===== config.mk =====
export PLATFORM = sky130hd
export DESIGN_NAME = inst_fetcher
export DESIGN_NICKNAME = d
export VERILOG_FILES = /design/src/rtl/inst_fetcher.sv
export SDC_FILE = /design/constraint.sdc
export NUM_CORES = 1
export LEC_CHECK = 0
export ABC_AREA = 1
export BUFFER_PORTS_ARGS = -buffer_cell sky130_fd_sc_hd__buf_2
export CORE_MARGIN = 2
export CORE_UTILIZATION = 40
export DETAILED_ROUTE_END_ITERATION = 10
export GPL_TIMING_DRIVEN = 0
export SLEW_MARGIN = 10
export SYNTH_ARGS = -nofsm -noshare
export SYNTH_HDL_FRONTEND = slang
export SYNTH_SLANG_ARGS = --single-unit

===== constraint.sdc =====
create_clock -name clk_in -period 4.3 [get_ports clk_in]
set_input_delay 0.215 -clock clk_in [delete_from_list [all_inputs] [get_ports clk_in]]
set_output_delay 0.215 -clock clk_in [all_outputs]
set_load 0.02 [all_outputs]

===== src/rtl/inst_fetcher.sv =====
// inst_fetcher: single-outstanding instruction fetch with predecode, static branch prediction and flush redirect
package inst_fetcher_pkg;
   typedef enum logic [2:0] {OP_RC, OP_RI, OP_LD, OP_ST, OP_BR, OP_JAL, OP_JALR, OP_U} op_type_e;
   typedef enum logic [5:0] {
      E_NOP, E_LUI, E_AUIPC, E_JAL, E_JALR, E_BEQ, E_BNE, E_BLT, E_BGE, E_BLTU, E_BGEU,
      E_LB, E_LH, E_LW, E_LBU, E_LHU, E_SB, E_SH, E_SW,
      E_ADDI, E_SLTI, E_SLTIU, E_XORI, E_ORI, E_ANDI, E_SLLI, E_SRLI, E_SRAI,
      E_ADD, E_SUB, E_SLL, E_SLT, E_SLTU, E_XOR, E_OR, E_AND, E_SRL, E_SRA
   } op_e;
endpackage

module inst_fetcher
   import inst_fetcher_pkg::*;
#(
   parameter logic [31:0] RESET_PC = 32'h0
) (
   input  logic        clk_in,
   input  logic        rst_in,
   input  logic        rdy_in,
   output logic        if_to_mc_req,
   output logic [31:0] if_to_mc_addr,
   input  logic        mc_to_if_valid,
   input  logic [31:0] mc_to_if_inst,
   input  logic        stall_in,
   input  logic        rob_flush,
   input  logic [31:0] rob_target_pc,
   output logic        if_to_dc_ready,
   output logic [31:0] if_to_dc_PC,
   output logic [31:0] if_to_dc_inst,
   output op_e         if_to_dc_op,
   output op_type_e    if_to_dc_opType,
   output logic        if_to_dc_pred_jump
);
   typedef enum logic [1:0] {FETCH, HOLD, DELIVER, DRAIN} state_e;
   state_e      state;
   logic [31:0] pc, imm_b, imm_j, nxt_pc;
   logic [6:0]  opc;
   logic [2:0]  f3;
   logic        f7, take;
   op_e         dec_op;
   op_type_e    cls, dec_type;
   assign opc = mc_to_if_inst[6:0];
   assign f3 = mc_to_if_inst[14:12];
   assign f7 = mc_to_if_inst[30];
   assign imm_b = {{20{mc_to_if_inst[31]}}, mc_to_if_inst[7], mc_to_if_inst[30:25], mc_to_if_inst[11:8], 1'b0};
   assign imm_j = {{12{mc_to_if_inst[31]}}, mc_to_if_inst[19:12], mc_to_if_inst[20], mc_to_if_inst[30:21], 1'b0};
   always_comb begin
      dec_op = E_NOP;
      cls = OP_RI;
      case (opc)
         7'b0110011: begin
            cls = OP_RC;
            case (f3)
               3'd0: dec_op = f7 ? E_SUB : E_ADD;
               3'd1: dec_op = E_SLL;
               3'd2: dec_op = E_SLT;
               3'd3: dec_op = E_SLTU;
               3'd4: dec_op = E_XOR;
               3'd5: dec_op = f7 ? E_SRA : E_SRL;
               3'd6: dec_op = E_OR;
               3'd7: dec_op = E_AND;
            endcase
         end
         7'b0010011:
            case (f3)
               3'd0: dec_op = E_ADDI;
               3'd1: dec_op = E_SLLI;
               3'd2: dec_op = E_SLTI;
               3'd3: dec_op = E_SLTIU;
               3'd4: dec_op = E_XORI;
               3'd5: dec_op = f7 ? E_SRAI : E_SRLI;
               3'd6: dec_op = E_ORI;
               3'd7: dec_op = E_ANDI;
            endcase
         7'b0000011: begin
            cls = OP_LD;
            case (f3)
               3'd0: dec_op = E_LB;
               3'd1: dec_op = E_LH;
               3'd2: dec_op = E_LW;
               3'd4: dec_op = E_LBU;
               3'd5: dec_op = E_LHU;
               default: ;
            endcase
         end
         7'b0100011: begin
            cls = OP_ST;
            dec_op = f3 == 3'd0 ? E_SB : f3 == 3'd1 ? E_SH : f3 == 3'd2 ? E_SW : E_NOP;
         end
         7'b1100011: begin
            cls = OP_BR;
            case (f3)
               3'd0: dec_op = E_BEQ;
               3'd1: dec_op = E_BNE;
               3'd4: dec_op = E_BLT;
               3'd5: dec_op = E_BGE;
               3'd6: dec_op = E_BLTU;
               3'd7: dec_op = E_BGEU;
               default: ;
            endcase
         end
         7'b1101111: begin
            cls = OP_JAL;
            dec_op = E_JAL;
         end
         7'b1100111: begin
            cls = OP_JALR;
            dec_op = f3 == 3'd0 ? E_JALR : E_NOP;
         end
         7'b0110111: begin
            cls = OP_U;
            dec_op = E_LUI;
         end
         7'b0010111: begin
            cls = OP_U;
            dec_op = E_AUIPC;
         end
         default: ;
      endcase
      // Unrecognised encodings travel down the pipe as a harmless immediate-class NOP
      dec_type = dec_op == E_NOP ? OP_RI : cls;
   end
   assign take = dec_type == OP_JAL || (dec_type == OP_BR && imm_b[31]);
   assign nxt_pc = pc + (dec_type == OP_JAL ? imm_j : take ? imm_b : 32'd4);
   always_ff @(posedge clk_in or posedge rst_in) begin
      if (rst_in) begin
         state <= FETCH;
         pc <= RESET_PC;
         if_to_dc_PC <= '0;
         if_to_dc_inst <= '0;
         if_to_dc_op <= E_NOP;
         if_to_dc_opType <= OP_RC;
         if_to_dc_pred_jump <= 1'b0;
      end else if (rdy_in) begin
         if (rob_flush) begin
            pc <= rob_target_pc;
            if_to_dc_pred_jump <= 1'b0;
            // An unanswered request must have its late response swallowed
            state <= (state == DRAIN || (state == FETCH && !mc_to_if_valid)) ? DRAIN : FETCH;
         end else begin
            case (state)
               FETCH:
                  if (mc_to_if_valid) begin
                     if_to_dc_PC <= pc;
                     if_to_dc_inst <= mc_to_if_inst;
                     if_to_dc_op <= dec_op;
                     if_to_dc_opType <= dec_type;
                     if_to_dc_pred_jump <= take;
                     pc <= nxt_pc;
                     state <= stall_in ? HOLD : DELIVER;
                  end
               HOLD: if (!stall_in) state <= DELIVER;
               DELIVER: state <= FETCH;
               DRAIN: if (mc_to_if_valid) state <= FETCH;
            endcase
         end
      end
   end
   assign if_to_mc_req = state == FETCH && !rst_in;
   assign if_to_mc_addr = pc;
   assign if_to_dc_ready = state == DELIVER && !rob_flush;
endmodule

==> out/metrics.csv <==
stage;metric;value;unit
sta;Final Hold Vio Count;0;
floorplanning;Starting Density;41.10;%
clocking;total setup buffers inserted after CTS;0;
logic_synthesis;sequential area share after synthesis;36.24;%
pwr;sequential power share;36.5;%
sta;Tcrit/Tclk final;68.86;%
drt;WL/cell;15.66;µm
clocking;Longest Clk Path Bufs;2;
pwr;PD cells;534.2;nW/µm²
floorplanning;Ports;178;
job;max-cap violations;0;
pwr;Clk pwr share;17.4;%
final_layout;post-route cell area;8956;µm²
final_layout;Nets;1438;
drt;Via density;4.913;
placement;IO Port Bufs;176;
clocking;clk sinks;108;
clocking;Root Driver;clkbuf_16;
final_layout;synthesis-to-layout area growth;20.08;%
placement;GPL Wtd Cong;0.9741;
logic_synthesis;Cells after Synth;1148;
setup_path;CP Launch Type;input port;
setup_path;Crit path max-delay family;simple AND/OR/NAND/NOR gates;
floorplanning;Chip Height;140.6;µm
drt;Routed Antenna Nets;0;
clocking;Worst-Skew Late Latency;370;ps
floorplanning;Cell Rows;49;
drt;DR DRC count;0;
setup_path;WP data arrival;3210;ps
clocking;hold-fix buffers at CTS;1;
global_route;number of global-route vias before repair;7240;
pwr;maximum vdd drop;0.0002672;V
final_layout;most frequent cells in the layout;467 x nand2_1, 193 x buf_2, 130 x nor2_1, 111 x inv_1, 108 x dfrtp_1;
sta;worst rel slew slack;49.46;%
setup_path;cells on worst reg2reg path;13;
setup_path;most frequent CP cell;nand2_1;
hold_path;worst hold path type;in -> reg;
clocking;cts repair resizes;0;
setup_path;R2R Path End;if_to_mc_addr[25];
run_status;status;complete, no violations;
final_layout;layout cell share with drive strength beyond 1;19.45;%
sta;Period minus WS final;2961;ps
global_route;first-pass GRT wire length;38.65;mm
drt;Vias;7724;
sta;setup TNS;0;ps
sta;RSZ-0062 raised after global routing;false;
setup_path;crit-path max FO;13;
sta;achievable frequency;337.7;MHz
drt;DRT Pass-1 Iters;5;
logic_synthesis;Synth cell types;41;
sta;max-slew violations;0;
drt;WL final;24.62;mm
logic_synthesis;Post-Syn Area per Cell;6.497;µm²
hold_path;hold wc startpoint;mc_to_if_inst[0];
placement;DP Cell Count;1554;
placement;DP HPWL;19.52;mm
hold_path;Hold Path Cell Cnt;3;
placement;placed cell areas;8658;µm²
global_route;largest net degree at the start of global routing;69;
logic_synthesis;yosys warns;0;
clocking;Worst-path clk slew;70;ps
sta;Final Setup Violations;0;
global_route;initial antenna violation count;0;
setup_path;CP peak stage delay;630;ps
setup_path;cells along the critical path;buf_2 -> nand2_2 -> inv_2 -> nand2_2 -> nor2_2 -> nand2_1 -> a21oi_2 -> ha_1 -> nand2_2 -> inv_1 -> a21oi_1 -> nand2_1 -> inv_1 -> nand3_1 -> nand2_1 -> nand2_1 -> o21bai_1 -> nand2_1;
floorplanning;die width;140.6;µm
pwr;Sw Share;46.45;%
logic_synthesis;post-synth net total;1249;
pwr;Net Sw Power;2.222;mW
pwr;Tot Pwr;4.784;mW
sta;Setup Skew;5.957;ps
final_layout;commonest non-fill, non-tap cell in the layout;nand2_1;
pwr;internal power;2.562;mW
clocking;clock buffer count from CTS;9;
floorplanning;core box area;18150;µm²
pwr;P_leak;5.285;nW
logic_synthesis;FF+latch count, synth;108;
final_layout;Finished Layout Cells;1572;
setup_path;register-to-register setup slack;2060;ps
global_route;GRT Overall Usage;24.92;%
setup_path;critical path required time;4550;ps
setup_path;critical path capture point type;flip-flop;
clocking;TritonCTS clock tree;done;
clocking;H-tree depth;3;
drt;initial detailed-routing violation count;506;
sta;Slew @ Worst Pin;758.1;ps
hold_path;WHS Endpoint;if_to_dc_inst[0];
setup_path;CP bufs+invs;4;
final_layout;Final Util;49.35;%
setup_path;critical path type;in -> reg;
floorplanning;die area;19750;µm²
setup_path;crit path max-delay cell type;a21oi_2;
setup_path;R2R Path Start;if_to_mc_addr[1];
final_layout;Layout fillers;1934;
pwr;Gate power share;46.1;%
logic_synthesis;Synth Cell Area;7458;µm²
global_route;global route overflow;0;
## worst register-to-register path: stages, from the launching register on
cell and delay (ps):
dfrtp_1 440, ha_1 230, inv_1 70, fa_1 350, inv_1 110, nand3_1 80, nand3_1 210, nand2_1 80
nand2_1 120, nand3_1 130, nand4_1 110, nand3_1 80, nand2_1 70, nand2_1 40
## layer usage
metal | vias up | wire length [µm] | share of wire (%) | GRT usage (%)
met3 | 23 | 1247 | 5.1 | 3.282
met4 | 0 | 430 | 1.7 | 7.263
li1 | 3984 | - | - | -
met2 | 209 | 11210 | 46 | 40.09
met1 | 3508 | 11730 | 48 | 35.28
met5 | - | 0 | 0 | 0
## cells in the mapped netlist
cell type	instances	area share, %
ha_1	30	5.0
nor3_1	3	0.20
buf_6	1	0.15
o21ai_1	5	0.34
nand2_2	14	1.2
buf_4	1	0.10
nor2_1	130	6.5
mux2i_1	1	0.13
nor2_4	4	0.60
buf_2	17	1.1
and3_1	2	0.17
a31oi_1	2	0.17
fa_1	1	0.27
a22oi_1	1	0.10
inv_2	8	0.40
nand3b_1	1	0.10
nand2_1	467	24
mux2_2	1	0.15
dfrtp_1	108	36
a21oi_2	1	0.12
nor2_2	9	0.75
inv_4	1	0.084
inv_1	112	5.6
or2_2	1	0.084
nor3_2	4	0.54
a21o_1	3	0.30
nand2_4	1	0.15
a21boi_0	1	0.10
nand3_1	71	4.8
xnor2_1	2	0.23
nand3_2	4	0.54
o311a_1	1	0.13
buf_1	3	0.15
nand4_1	10	0.84
clkbuf_1	11	0.55
o21ai_0	53	3.6
a21oi_1	42	2.8
and2_1	6	0.50
o21bai_1	4	0.40
o211ai_1	4	0.40
xor2_1	7	0.82
## cells by family (layout without fill, tap and decap cells)
kind of cell               Yosys count  count (layout)  share of synthesized area [%]
buffers and inverters              154             348                          8.220
other                                0               1                              0
muxes                                2               2                         0.2852
DFF                                108             108                          36.24
adders and majority gates           31              31                          5.301
AOI/OAI and AO/OA                  117             117                          8.438
and+or+nand+nor                    727             727                          40.46
xor gates and xnor gates             9               9                          1.057
## state kept, by name, summed over array words and instances, names as in the netlist
register	cells
if_to_dc_PC	32
if_to_dc_inst	32
if_to_dc_op	6
if_to_dc_opType	3
if_to_dc_pred_jump	1
if_to_mc_addr	32
state	2
## power by group through the flow
| stage | registers [mW] | clock network, mW | logic (mW) |
|---|---|---|---|
| 6_report | 1.75 | 0.831 | 2.21 |
| 5_1_grt | 1.80 | 0.886 | 2.44 |
| 4_1_cts | 1.75 | 0.848 | 2.22 |
| 3_5_place_dp | 1.77 | 0 | 2.21 |
| 3_3_place_gp | 1.76 | 0 | 2.19 |
| 2_1_floorplan | 2.20 | 0 | 0.972 |
## through the flow
stage | hold WS (ps) | setup WS (ps)
2_1_floorplan | 331.8 | 1239
3_3_place_gp | 441.9 | -238.2
4_1_cts | 70.05 | 1359
5_1_grt | 83.74 | 1112
6_report | 75.28 | 1339
3_5_place_dp | 259.4 | 978.3
## final cells by class
type                    count  area, µm²  area share, %
diodes                      1      2.502        0.02794
plain buffers              33      156.4          1.746
clock buffers              10      239.0          2.668
clock inverters             6      46.29         0.5169
inverters                 121      461.7          5.155
multi-input cells         886       4143          46.26
flip-flops and latches    108       2703          30.18
well taps                 229      286.5          3.199
repair buffers            178      918.4          10.25
## worst max-delay path by stage
| stage | from | to | slack, ps | depth (start not counted) |
|---|---|---|---|---|
| finish | mc_to_if_inst[1] | if_to_mc_addr[23] | 1340 | 18 |
| global route | mc_to_if_inst[1] | if_to_mc_addr[25] | 1110 | 22 |
| CTS | mc_to_if_inst[1] | if_to_mc_addr[23] | 1360 | 18 |
| detailed placement | mc_to_if_inst[1] | if_to_mc_addr[23] | 980 | 18 |
| global placement | rst_in | if_to_dc_inst[18] | -240 | 2 |
| floorplan | rst_in | if_to_dc_PC[0] | 1240 | 1 |
Power figures use the tool's default switching activity.
